[config.mk]
export PLATFORM = sky130hd
export DESIGN_NAME = gcd_engine
export DESIGN_NICKNAME = d
export VERILOG_FILES = /design/src/rtl/gcd_pkg.sv /design/src/rtl/gcd_step.sv /design/src/rtl/gcd_engine.sv
export SDC_FILE = /design/constraint.sdc
export NUM_CORES = 1
export LEC_CHECK = 0
export BUFFER_PORTS_ARGS = -buffer_cell sky130_fd_sc_hd__buf_2
export CORE_AREA = 4 4 71 73
export CTS_BUF_LIST = sky130_fd_sc_hd__clkbuf_4
export CTS_CLUSTER_DIAMETER = 60
export DETAILED_ROUTE_END_ITERATION = 10
export DIE_AREA = 0 0 75 77
export GPL_ROUTABILITY_DRIVEN = 0
export PLACE_DENSITY = 0.8
export SETUP_SLACK_MARGIN = 0.05
export SLEW_MARGIN = 20
export SYNTH_ARGS = -nofsm -noshare
export SYNTH_HDL_FRONTEND = slang
export SYNTH_SLANG_ARGS = --single-unit
[constraint.sdc]
create_clock -name clk -period 2.8 [get_ports clk]
set_input_delay 0.42 -clock clk [delete_from_list [all_inputs] [get_ports clk]]
set_output_delay 0.42 -clock clk [all_outputs]
set_load 0.03 [all_outputs]
[src/rtl/gcd_pkg.sv]
// Shared types and defaults for the subtractive GCD engine.
// Optional cycle reporting is enabled by defining GCD_CYCLES_EN.
package gcd_pkg;

  localparam int GCD_WIDTH = 8;

  typedef enum logic [1:0] {
    IDLE,
    CALC,
    DONE
  } state_e;

endpackage

[src/rtl/gcd_step.sv]
// One subtractive GCD iteration: compare the working pair and
// either finish with a result or reduce the larger operand.
module gcd_step
  import gcd_pkg::*;
#(
  parameter int WIDTH = GCD_WIDTH
) (
  input  logic [WIDTH-1:0] a_i,
  input  logic [WIDTH-1:0] b_i,
  output logic [WIDTH-1:0] a_o,
  output logic [WIDTH-1:0] b_o,
  output logic [WIDTH-1:0] res_o,
  output logic             done_o,
  output logic             err_o
);

  always_comb begin
    a_o    = a_i;
    b_o    = b_i;
    res_o  = '0;
    done_o = 1'b0;
    err_o  = 1'b0;
    // Ordered checks; the compare guarantees no subtraction underflows
    if (a_i == '0 && b_i == '0) begin
      done_o = 1'b1;
      err_o  = 1'b1;
    end else if (a_i == '0) begin
      done_o = 1'b1;
      res_o  = b_i;
    end else if (b_i == '0) begin
      done_o = 1'b1;
      res_o  = a_i;
    end else if (a_i == b_i) begin
      done_o = 1'b1;
      res_o  = a_i;
    end else if (a_i > b_i) begin
      a_o = a_i - b_i;
    end else begin
      b_o = b_i - a_i;
    end
  end

endmodule

[src/rtl/gcd_engine.sv]
// Valid/ready GCD engine: IDLE accepts a pair, CALC iterates gcd_step,
// DONE presents the result. Define GCD_CYCLES_EN to add out_cycles.
module gcd_engine
  import gcd_pkg::*;
#(
  parameter int WIDTH = GCD_WIDTH
) (
  input  logic             clk,
  input  logic             rst,
  input  logic             in_valid,
  output logic             in_ready,
  input  logic [WIDTH-1:0] in_a,
  input  logic [WIDTH-1:0] in_b,
  output logic             out_valid,
  input  logic             out_ready,
  output logic [WIDTH-1:0] out_gcd,
  output logic             out_err
`ifdef GCD_CYCLES_EN
  ,
  output logic [WIDTH-1:0] out_cycles
`endif
);

  state_e           state_q;
  logic [WIDTH-1:0] a_q, b_q, gcd_q;
  logic             err_q, valid_q;
  logic [WIDTH-1:0] a_d, b_d, res_d;
  logic             done_d, err_d;

  gcd_step #(.WIDTH(WIDTH)) u_step (
    .a_i    (a_q),
    .b_i    (b_q),
    .a_o    (a_d),
    .b_o    (b_d),
    .res_o  (res_d),
    .done_o (done_d),
    .err_o  (err_d)
  );

  always_ff @(posedge clk or posedge rst) begin
    if (rst) begin
      state_q <= IDLE;
      a_q     <= '0;
      b_q     <= '0;
      gcd_q   <= '0;
      err_q   <= 1'b0;
      valid_q <= 1'b0;
    end else begin
      unique case (state_q)
        IDLE: begin
          if (in_valid) begin
            a_q     <= in_a;
            b_q     <= in_b;
            state_q <= CALC;
          end
        end
        CALC: begin
          if (done_d) begin
            gcd_q   <= res_d;
            err_q   <= err_d;
            state_q <= DONE;
          end else begin
            a_q <= a_d;
            b_q <= b_d;
          end
        end
        DONE: begin
          // Result regs settle one cycle before valid is raised
          if (!valid_q) begin
            valid_q <= 1'b1;
          end else if (out_ready) begin
            valid_q <= 1'b0;
            state_q <= IDLE;
          end
        end
        default: state_q <= IDLE;
      endcase
    end
  end

  assign in_ready  = (state_q == IDLE);
  assign out_valid = valid_q;
  assign out_gcd   = gcd_q;
  assign out_err   = err_q;

`ifdef GCD_CYCLES_EN
  logic [WIDTH-1:0] cnt_q, cyc_q;

  always_ff @(posedge clk or posedge rst) begin
    if (rst) begin
      cnt_q <= '0;
      cyc_q <= '0;
    end else begin
      if (state_q == IDLE && in_valid) begin
        cnt_q <= '0;
      end else if (state_q == CALC) begin
        cnt_q <= cnt_q + WIDTH'(1);
        if (done_d) cyc_q <= cnt_q + WIDTH'(1);
      end
    end
  end

  assign out_cycles = cyc_q;
`endif

endmodule

## Word-level counts from Yosys, hierarchy flattened

Cells that the tools add are included.

- Bits in read-only memories: 0
- Output and inout bits: 11
- Input bits: 20
- RAM bits: 0
- Flip-flop bits (word level): 28
- Latch bits: 0
- Memories: 0
- Word-level logic and storage cells: 64

- Reduce and logical (&&, ||, !) cells: 9
- Equality and inequality tests: 14
- Shifts and indexed selects: 0
- Multipliers: 0
- Divide/modulo/power cells: 0
- $lt $le $gt $ge: 1
- Add/sub/neg operators: 2
- Bitwise logic cells: 0
- Mux-type cells: 32

Operators with widths:

| cell | count |
|---|---|
| 8-bit 2-to-1 mux | 18 |
| 8-bit one-hot mux with 2 select lines | 2 |
| 2-bit != test (second input constant) | 10 |
| 8-bit logical NOT | 2 |
| 8-bit AND reduction | 2 |
| 8-bit subtractor | 2 |
| 8-bit == test | 1 |
| 8-bit greater-than comparator | 1 |
| 2-bit 2-to-1 mux | 4 |
| 1-bit 2-to-1 mux | 7 |
| 2-bit one-hot mux with 3 select lines | 1 |
| 4-bit AND reduction | 1 |
| 2-bit by 1-bit == test with 1-bit output (second input constant) | 1 |
| 2-bit == test (second input constant) | 1 |
| 2-bit logical NOT | 1 |
| 2-bit by 1-bit != test with 1-bit output (second input constant) | 1 |
| 2-bit AND reduction | 1 |
| 2-bit nonzero test | 1 |
| 1-bit logical AND | 1 |

## Depth between registers and ports, before layout

Gate-level depths: netlist of the first run.

- Word-level depth: 8
- Depth in mapped cells: 9
- Depth with buffers taken out: 8

## Cells and area by module

Synthesis of the first run repeated with hierarchy kept, for this count alone.

- Cell total of the unflattened synthesis: 244
- Area, all modules: 2506.2 µm²

Modules (own cells, without submodules):

| module | times used | seq. area each (µm²) | area an instance (µm²) | cells each |
|---|---|---|---|---|
| gcd_engine | 1 | 700.7 | 1348.8 | 84 |
| gcd_step | 1 | 0.0 | 1157.4 | 160 |

## Worst setup path before layout of the first run

OpenSTA, ideal clock, no wires.

- Path kind: flip-flop to flip-flop
- Start: register a_q[0]
- End: register b_q[3]
- Path buffers: 0
- Data required time: 2.675 ns
- Cell stages (with the launch flop): 9
- Data arrival time: 2.273 ns
- Library setup time: 0.125 ns
- Path slack: 0.402 ns
- Clock period less this slack: 2.398 ns
- Cells stage by stage: dfrtp_1 > inv_1 > ha_1 > fa_1 > nand2b_1 > a211oi_1 > o32ai_2 > a21oi_4 > mux2_4

- Cells in the longest elaborated chain, start to end: 8
- Elaborated cells between the ends (all ways): 22
- Those cells by class: 1 x add/sub; 1 x order compare; 6 x eq/ne; 11 x mux; 3 x reduce/logical

Ends and longest elaborated chain:

| what | RTL line | text |
|---|---|---|
| from (decl) | gcd_engine.sv:25 | `logic [WIDTH-1:0] a_q, b_q, gcd_q;` |
| from (signal assigned) | gcd_engine.sv:52 | `a_q <= in_a;` |
| 8-bit subtractor | gcd_step.sv:39 | `b_o = b_i - a_i;` |
| 8-bit 2-to-1 mux | gcd_step.sv:36 | `end else if (a_i > b_i) begin` |
| 8-bit 2-to-1 mux | gcd_step.sv:33 | `end else if (a_i == b_i) begin` |
| 8-bit 2-to-1 mux | gcd_step.sv:30 | `end else if (b_i == '0) begin` |
| 8-bit 2-to-1 mux | gcd_step.sv:27 | `end else if (a_i == '0) begin` |
| 8-bit 2-to-1 mux | gcd_step.sv:24 | `if (a_i == '0 && b_i == '0) begin` |
| 8-bit 2-to-1 mux | gcd_engine.sv:58 | `if (done_d) begin` |
| 8-bit one-hot mux with 2 select lines | gcd_engine.sv:49 | `unique case (state_q)` |
| to (signal assigned) | gcd_engine.sv:53 | `b_q <= in_b;` |
| to (decl) | gcd_engine.sv:25 |  |

Several ways; a longest one is shown, not always the timed one. The select of a mux whose other input is x is not followed.
A chain may end at the register's enable or synchronous reset.

## Final worst setup path of the first run

- Start: register a_q[0]
- End: register b_q[5]

Same word-level chain as after synthesis.

==> impl_metrics.ini, run 1 <==
[run_status]
status = finished, final reports clean

[yosys]
synth_edf_count = 0
synthesis.area_um2 = 2156
yosysSeqAreaShare_pct = 32.50
synthFlopType = dfrtp_1
synth_xor_area_share_pct = 0.8125
syn-num-nets = 271
synth_compound_area_share_pct = 22.93
yosys.area_share.simple_pct = 18.05
synth_cell_types = 47
avgSynthCellArea_um2 = 9.213
synth-seq-cells = 28
synthAdderAreaFrac_pct = 10.56
ys_warn_count = 0
postSynth.asyncResetShare_pct = 100.0
netlist_instances = 234
synthMuxAreaShare_pct = 9.286
synth_top_family_by_area = compound AO/OA/AOI/OAI gates

[setup_path]
cp.arrival_ps = 2760
crit_fanout = 7
critical_path_class = reg -> reg
required_ps = 3040
worst_setup_path_end_kind = register
reg2reg_from = a_q[0]
reg2regPathDepth = 8
r2r_slack_ps = 280
worstReg2RegEnd = b_q[5]
start_kind = register

[global_routing]
grt_pass1_wl_um = 8576
grtUsageTotal_pct = 18.52
grt_overflow = 0
antenna_found_initial = 0
first_global_vias = 1816
grt_max_degree = 29

[route]
drc = 0
first_pass_iters = 4
postRouteAntennaNets = 0
drtIter0Drc = 122
wl_per_cell_um = 16.46
vias_per_cell = 5.924
num_vias = 1872
routed_wl_um = 5200

[final_layout]
antenna_cells = 0
syn_to_final_growth_pct = 12.01
layout.nets = 303
fillers = 398
drive_gt1_share_pct = 23.48

[timing]
setup_violations = 0
fin_crit_sh_pct = 89.96
slew_viol_final = 0
fin_setup_tns_ps = 0
rsz0062_at_grt = false
fmax_ghz = 0.3970
slew_headroom_pct = 55.39
final_hold_viol_count = 0
post-route-min-period_ps = 2519
clock_skew_ps = 4.398
tightestPinTransition_ps = 665.2

[floorplanning]
die_w_um = 75
ios = 31
die_y_um = 77
core_area_um2 = 4354
fp-row-count = 24
dieArea_um2 = 5775
initial_core_util_pct = 49.51

[clock_tree]
cts-root-buf = clkbuf_4
cts_sinks = 28
h-tree-depth = 1
cts_buffers = 3
clock_path_buffers = 2
post-cts-setup-buffers = 0
cts_tree = built
cts_hold_buf = 0
clk_latency_ps = 340
clkTransAtPathRegs_ps = 150

[place]
port_buffers = 30
dp_hpwl_um = 4039

[hold_path]
holdCritPathClass = in -> async

[job]
cap_violations = 0
==> metrics by stage <==
step,instance area (um^2),std cells,hold WS [ps],util [%],worst slack [ps]
after global routing,2415,316,168.2,55.46,136.3
after global placement,2387,313,462.9,54.83,298.8
final,2415,316,117.4,55.46,281.1
after detailed placement,2387,313,470.9,54.83,220.7
after CTS,2410,316,349.2,55.34,190.3
after floorplan,2156,234,485.4,-,402.5
==> Yosys cell counts, types with 3 or more instances <==
library cell | instances | area share (%)
inv_1 | 20 | 3.5
ha_1 | 15 | 8.7
mux2_4 | 6 | 4.2
nor2_1 | 12 | 2.1
o31a_1 | 3 | 1.2
or4_1 | 4 | 1.4
o21ai_1 | 8 | 1.9
nand3_1 | 4 | 0.93
o21a_1 | 3 | 1.0
a21oi_1 | 13 | 3.0
o21ai_0 | 13 | 3.0
a22oi_1 | 8 | 2.8
buf_2 | 5 | 1.2
nor2b_1 | 5 | 1.5
nand2b_1 | 5 | 1.5
dfrtp_1 | 28 | 33
clkbuf_1 | 6 | 1.0
nand2_1 | 18 | 3.1
mux2i_1 | 11 | 5.1
and2_1 | 3 | 0.87
a211oi_1 | 9 | 3.1
==> cell type report <==
cell class                      count  area (um^2)  share of cell area (%)
Clock buffer                        3        22.52                  0.9326
Multi-Input combinational cell    174         1334                   55.23
Timing Repair Buffer               39        217.7                   9.016
Inverter                           20        75.07                   3.109
Tap cell                           52        65.06                   2.694
Sequential cell                    28        700.7                   29.02
==> sequential cells by signal, summed over array words and instances, names as in the netlist <==
| signal | flops |
|---|---|
| a_q | 8 |
| b_q | 8 |
| out_err | 1 |
| out_gcd | 8 |
| out_valid | 1 |
| state_q | 2 |
==> cells in the final DEF (no fill, tap or decap), types with 3 or more instances in the layout <==
| cell type | instances |
|---|---|
| buf_4 | 9 |
| o21ai_0 | 13 |
| dfrtp_1 | 28 |
| mux2_4 | 6 |
| a211oi_1 | 8 |
| nand2_1 | 18 |
| a21oi_1 | 13 |
| ha_1 | 15 |
| clkbuf_4 | 3 |
| o21a_1 | 3 |
| o31a_1 | 3 |
| and2_1 | 3 |
| nand3_1 | 4 |
| nand2b_1 | 5 |
| mux2i_1 | 11 |
| nor2_1 | 12 |
| buf_2 | 30 |
| or4_1 | 4 |
| o21ai_1 | 8 |
| inv_1 | 19 |
| a22oi_1 | 8 |
| nor2b_1 | 5 |
==> metal layers <==
metal	routed length, um	global-route usage, %
met5	0	0
met4	73	4.804
met3	242	0.7843
met2	2488	29.88
met1	2396	26.68
==> worst max path at each step <==
stage / start / endpoint / slack [ps] / cells past startpoint
floorplan: a_q[0] / b_q[3] / 400 / 8
global placement: a_q[0] / b_q[3] / 300 / 8
detailed placement: a_q[0] / b_q[5] / 220 / 8
CTS: a_q[0] / b_q[5] / 190 / 8
global route: a_q[0] / b_q[1] / 140 / 9
finish: a_q[0] / b_q[5] / 280 / 8
==> kinds of logic (layout without fill, tap and decap cells) <==
| family | Yosys count | in the layout |
|---|---|---|
| muxes | 17 | 17 |
| DFF | 28 | 28 |
| adders and majority gates | 17 | 17 |
| xor gates and xnor gates | 2 | 2 |
| buffers and inverters | 32 | 62 |
| AOI/OAI and AO/OA | 71 | 71 |
| and+or+nand+nor | 67 | 67 |
==> worst max-delay path, stage by stage (launching register included) <==
cell and delay [ps]:
dfrtp_1 420, inv_1 70, ha_1 240, fa_1 380, nand2b_1 210, a211oi_2 270, o32ai_2 160, a21oi_4 330
mux2_4 330
==> what timing repair did <==
item | in CTS | in global routing
setup endpoints to repair | 0 | 3
hold endpoints to repair | 0 | 0
resized for setup | 0 | 1
Power of run 1 is left out: the tool's default activity adds up to more than one toggle a clock period on the data nets, which glitch-free logic cannot reach.
==> run 2, diff against run 1 <==
Settings changed: CELL_PAD_IN_SITES_DETAIL_PLACEMENT set to 1, CELL_PAD_IN_SITES_GLOBAL_PLACEMENT set to 1, CORE_AREA 4 4 71 73 to 8 8 79 81, DIE_AREA 0 0 75 77 to 0 0 87 89, PLACE_DENSITY 0.8 to 0.89.
==> run 2 against run 1 <==
  * Die area grew 34%
  * Largest cell class unchanged
  * Sequential share of layout area shrank 0.76 points
  * Worst setup slack worse by 120 ps
  * Count of clock-buffer cells in the layout did not move
  * Critical path depth grew 1
  * Clock skew about the same
  * Design area grew 2.7%
==> impl_metrics.ini, run 2 (synthesized netlist as in run 1, its figures left out) <==
[global_routing]
grtUsageTotal_pct = 17.53
antenna_found_initial = 0
first_global_vias = 2116
grt_max_degree = 29
grt_overflow = 0
grt_pass1_wl_um = 10780

[floorplanning]
die_w_um = 87
ios = 31
fp-row-count = 26
dieArea_um2 = 7743
core_area_um2 = 4977
initial_core_util_pct = 43.31
die_y_um = 89

[timing]
clock_skew_ps = 4.654
fin_setup_tns_ps = 0
slew_viol_final = 0
setup_violations = 0
fin_crit_sh_pct = 94.10
final_hold_viol_count = 0
rsz0062_at_grt = false
slew_headroom_pct = 57.72
post-route-min-period_ps = 2635
tightestPinTransition_ps = 632.9
fmax_ghz = 0.3795

[route]
postRouteAntennaNets = 0
first_pass_iters = 4
drc = 0
wl_per_cell_um = 19.04
routed_wl_um = 6455
drtIter0Drc = 133
vias_per_cell = 5.705
num_vias = 1934

[clock_tree]
cts_buffers = 3
clock_path_buffers = 2
cts_tree = built
cts-root-buf = clkbuf_4
clk_latency_ps = 330
cts_sinks = 28
clkTransAtPathRegs_ps = 150
cts_hold_buf = 0
h-tree-depth = 1

[hold_path]
holdCritPathClass = in -> async

[final_layout]
register_area_um2 = 700.7
multiInputGateArea_um2 = 1339
layout.nets = 308
fillers = 604
final_common_cell = buf_2
final_cell_mix = 30 x buf_2, 28 x dfrtp_1, 20 x inv_1
fin_area_um2 = 2480
drive_gt1_share_pct = 24.91
syn_to_final_growth_pct = 15.03
utilization_pct = 49.82
antenna_cells = 0

[setup_path]
worst_setup_path_end_kind = register
required_ps = 3040
cp.arrival_ps = 2870
start_kind = register
cpLargestDelayFamily = adder cells
worstReg2RegEnd = b_q[6]
slowest_delay_ps = 420
path_cells = inv_1 -> ha_1 -> fa_1 -> nand2b_1 -> a211oi_2 -> o32ai_2 -> a21oi_4 -> buf_4 -> mux2_4
crit_fanout = 5
critical_path_class = reg -> reg
path_buf_inv = 2
r2r_slack_ps = 170
reg2regPathDepth = 9
slowest_stage = dfrtp_1
reg2reg_from = a_q[0]

[run_status]
status = finished, final reports clean

[place]
place_area_um2 = 2432
dp_hpwl_um = 5081
port_buffers = 30

[job]
cap_violations = 0
-- run 2: changes by cell type in the layout (fill, tap and decap cells not counted) --
cell / before / now
inv_1: 19 / 20
inv_2: 1 / 0
a211oi_2: 1 / 2
a211oi_1: 8 / 7
buf_4: 9 / 14
-- run 2: final cells by class --
class,instances,share of cell area [%]
multi-input cells,174,53.99
repair buffers,44,10.29
well taps,70,3.532
inverters,20,3.027
clock buffers,3,0.9082
flip-flops and latches,28,28.25
-- run 2: through the flow --
step                      cells  hold WS (ps)  setup WS (ps)
after floorplan             234         485.4          402.5
after global placement      334         465.0          287.3
after detailed placement    334         473.0          66.64
after CTS                   337         132.5          144.7
after global routing        339         169.6          61.90
final                       339         119.2          165.2
-- run 2: worst max-delay path by stage --
stage | from | cells past startpoint | slack, ps | endpoint
after CTS | a_q[0] | 8 | 140 | b_q[6]
after detailed placement | a_q[0] | 8 | 70 | b_q[6]
after global routing | a_q[5] | 7 | 60 | a_q[4]
after global placement | a_q[1] | 7 | 290 | b_q[3]
final | a_q[0] | 9 | 170 | b_q[6]
after floorplan | a_q[0] | 8 | 400 | b_q[3]
-- run 2: worst reg2reg max path, stage by stage, from the launching register on --
cell      delay (ps)
dfrtp_1          420
inv_1             80
ha_1             230
fa_1             420
nand2b_1         260
a211oi_2         300
o32ai_2          170
a21oi_4          150
buf_4            190
mux2_4           320
-- run 2: repair_timing --
| item | CTS | global route |
|---|---|---|
| resized for setup | 1 | 1 |
| endpoints found under the setup margin | 5 | 6 |
| pin swaps | 0 | 1 |
| buffers inserted | 0 | 2 |
-- run 2: per-layer routing --
metal	track usage [%]	part of all wire (%)	vias to the layer above	wire length [um]
li1	-	-	910	-
met1	20.77	43	950	2754
met2	30.60	51	59	3267
met3	2.849	4.3	15	280
met4	7.668	2.4	0	153
met5	0	0	-	0
Power of run 2 is left out for the same reason.
==> run 3, diff against run 2 <==
Settings changed: PLACE_DENSITY 0.89 to 0.79.
==> run 3 against run 2 <==
  * Count of clock-buffer cells in the layout unchanged
  * Fmax rose by 1.0%
  * Design area rose by 0.66%
  * Via count is 2.0% lower
==> impl_metrics.ini, run 3 (synthesized netlist as in run 1, its figures left out) <==
[clock_tree]
cts_buffers = 3
clk_latency_ps = 340
clock_path_buffers = 2
cts_sinks = 28
cts-root-buf = clkbuf_4
cts_resized = 0
cts_hold_buf = 0
post-cts-setup-buffers = 0
clkTransAtPathRegs_ps = 160
cts_tree = built
h-tree-depth = 1

[route]
vias_per_cell = 5.528
num_vias = 1896
postRouteAntennaNets = 0
drtIter0Drc = 81
wl_per_cell_um = 17.80
routed_wl_um = 6107
first_pass_iters = 5
drc = 0

[floorplanning]
dieArea_um2 = 7743
core_area_um2 = 4977
ios = 31
initial_core_util_pct = 43.31
die_w_um = 87
die_y_um = 89
fp-row-count = 26

[global_routing]
first_global_vias = 2035
antenna_found_initial = 0
grt_pass1_wl_um = 10410
grt_max_degree = 29
grt_overflow = 0
grtUsageTotal_pct = 17.07

[place]
place_area_um2 = 2447
dp_hpwl_um = 4875
port_buffers = 30

[final_layout]
antenna_cells = 0
final_cell_mix = 30 x buf_2, 28 x dfrtp_1, 20 x inv_1
syn_to_final_growth_pct = 15.79
layout.nets = 311
fin_area_um2 = 2496
final_common_cell = buf_2
drive_gt1_share_pct = 24.91

[timing]
clock_skew_ps = 3.051
tightestPinTransition_ps = 693.3
rsz0062_at_grt = false
fin_setup_tns_ps = 0
fmax_ghz = 0.3833
fin_crit_sh_pct = 93.17
post-route-min-period_ps = 2609
slew_headroom_pct = 53.50
final_hold_viol_count = 0
slew_viol_final = 0
setup_violations = 0

[setup_path]
start_kind = register
r2r_slack_ps = 190
worst_setup_path_end_kind = register
cp.arrival_ps = 2850
crit_fanout = 8
critical_path_class = reg -> reg
required_ps = 3050

[run_status]
status = finished, final reports clean

[job]
cap_violations = 0

[hold_path]
holdCritPathClass = in -> async
[run 3: final timing paths]
path | from | to | cells past startpoint
worst max-delay path | a_q[0] | a_q[3] | 8
worst min register to register | out_gcd[1] | out_gcd[1] | 2
min in group clk | in_a[1] | a_q[1] | 3
worst max register to register | a_q[0] | a_q[3] | 8
max in group asynchronous | rst | b_q[6] | 3
worst min-delay path | rst | out_gcd[1] | 3
[run 3: worst max-delay path, stage by stage (launching register included)]
cell and delay, ps:
dfrtp_1 420, inv_1 70, ha_1 220, fa_1 380, nand2b_1 200, a211oi_1 390, o32a_1 330, a21oi_4 160
mux2_4 340
[run 3: per-stage QoR]
stage                     hold WS, ps  setup WS (ps)  utilization, %  cells
after detailed placement        471.6          147.0           49.17    336
after floorplan                 485.4          402.5               -    234
final                           119.5          191.3           50.15    343
after CTS                       120.7          128.2           49.70    340
after global routing            144.8          45.51           50.15    343
after global placement          464.2          233.1           49.17    336
[run 3: layer usage]
layer / wire [um] / track usage, %
met1: 2741 / 20.96
met3: 178 / 2.390
met5: 0 / 0
met2: 3074 / 29.63
met4: 113 / 6.416
[run 3: final cells by class]
cell class	count	area (um^2)
clock buffers	3	22.52
inverters	20	75.07
fillers	623	2481
well taps	70	87.58
multi-input cells	174	1329
flip-flops and latches	28	700.7
clock inverters	1	3.754
repair buffers	47	277.8
Power of run 3 is left out for the same reason.
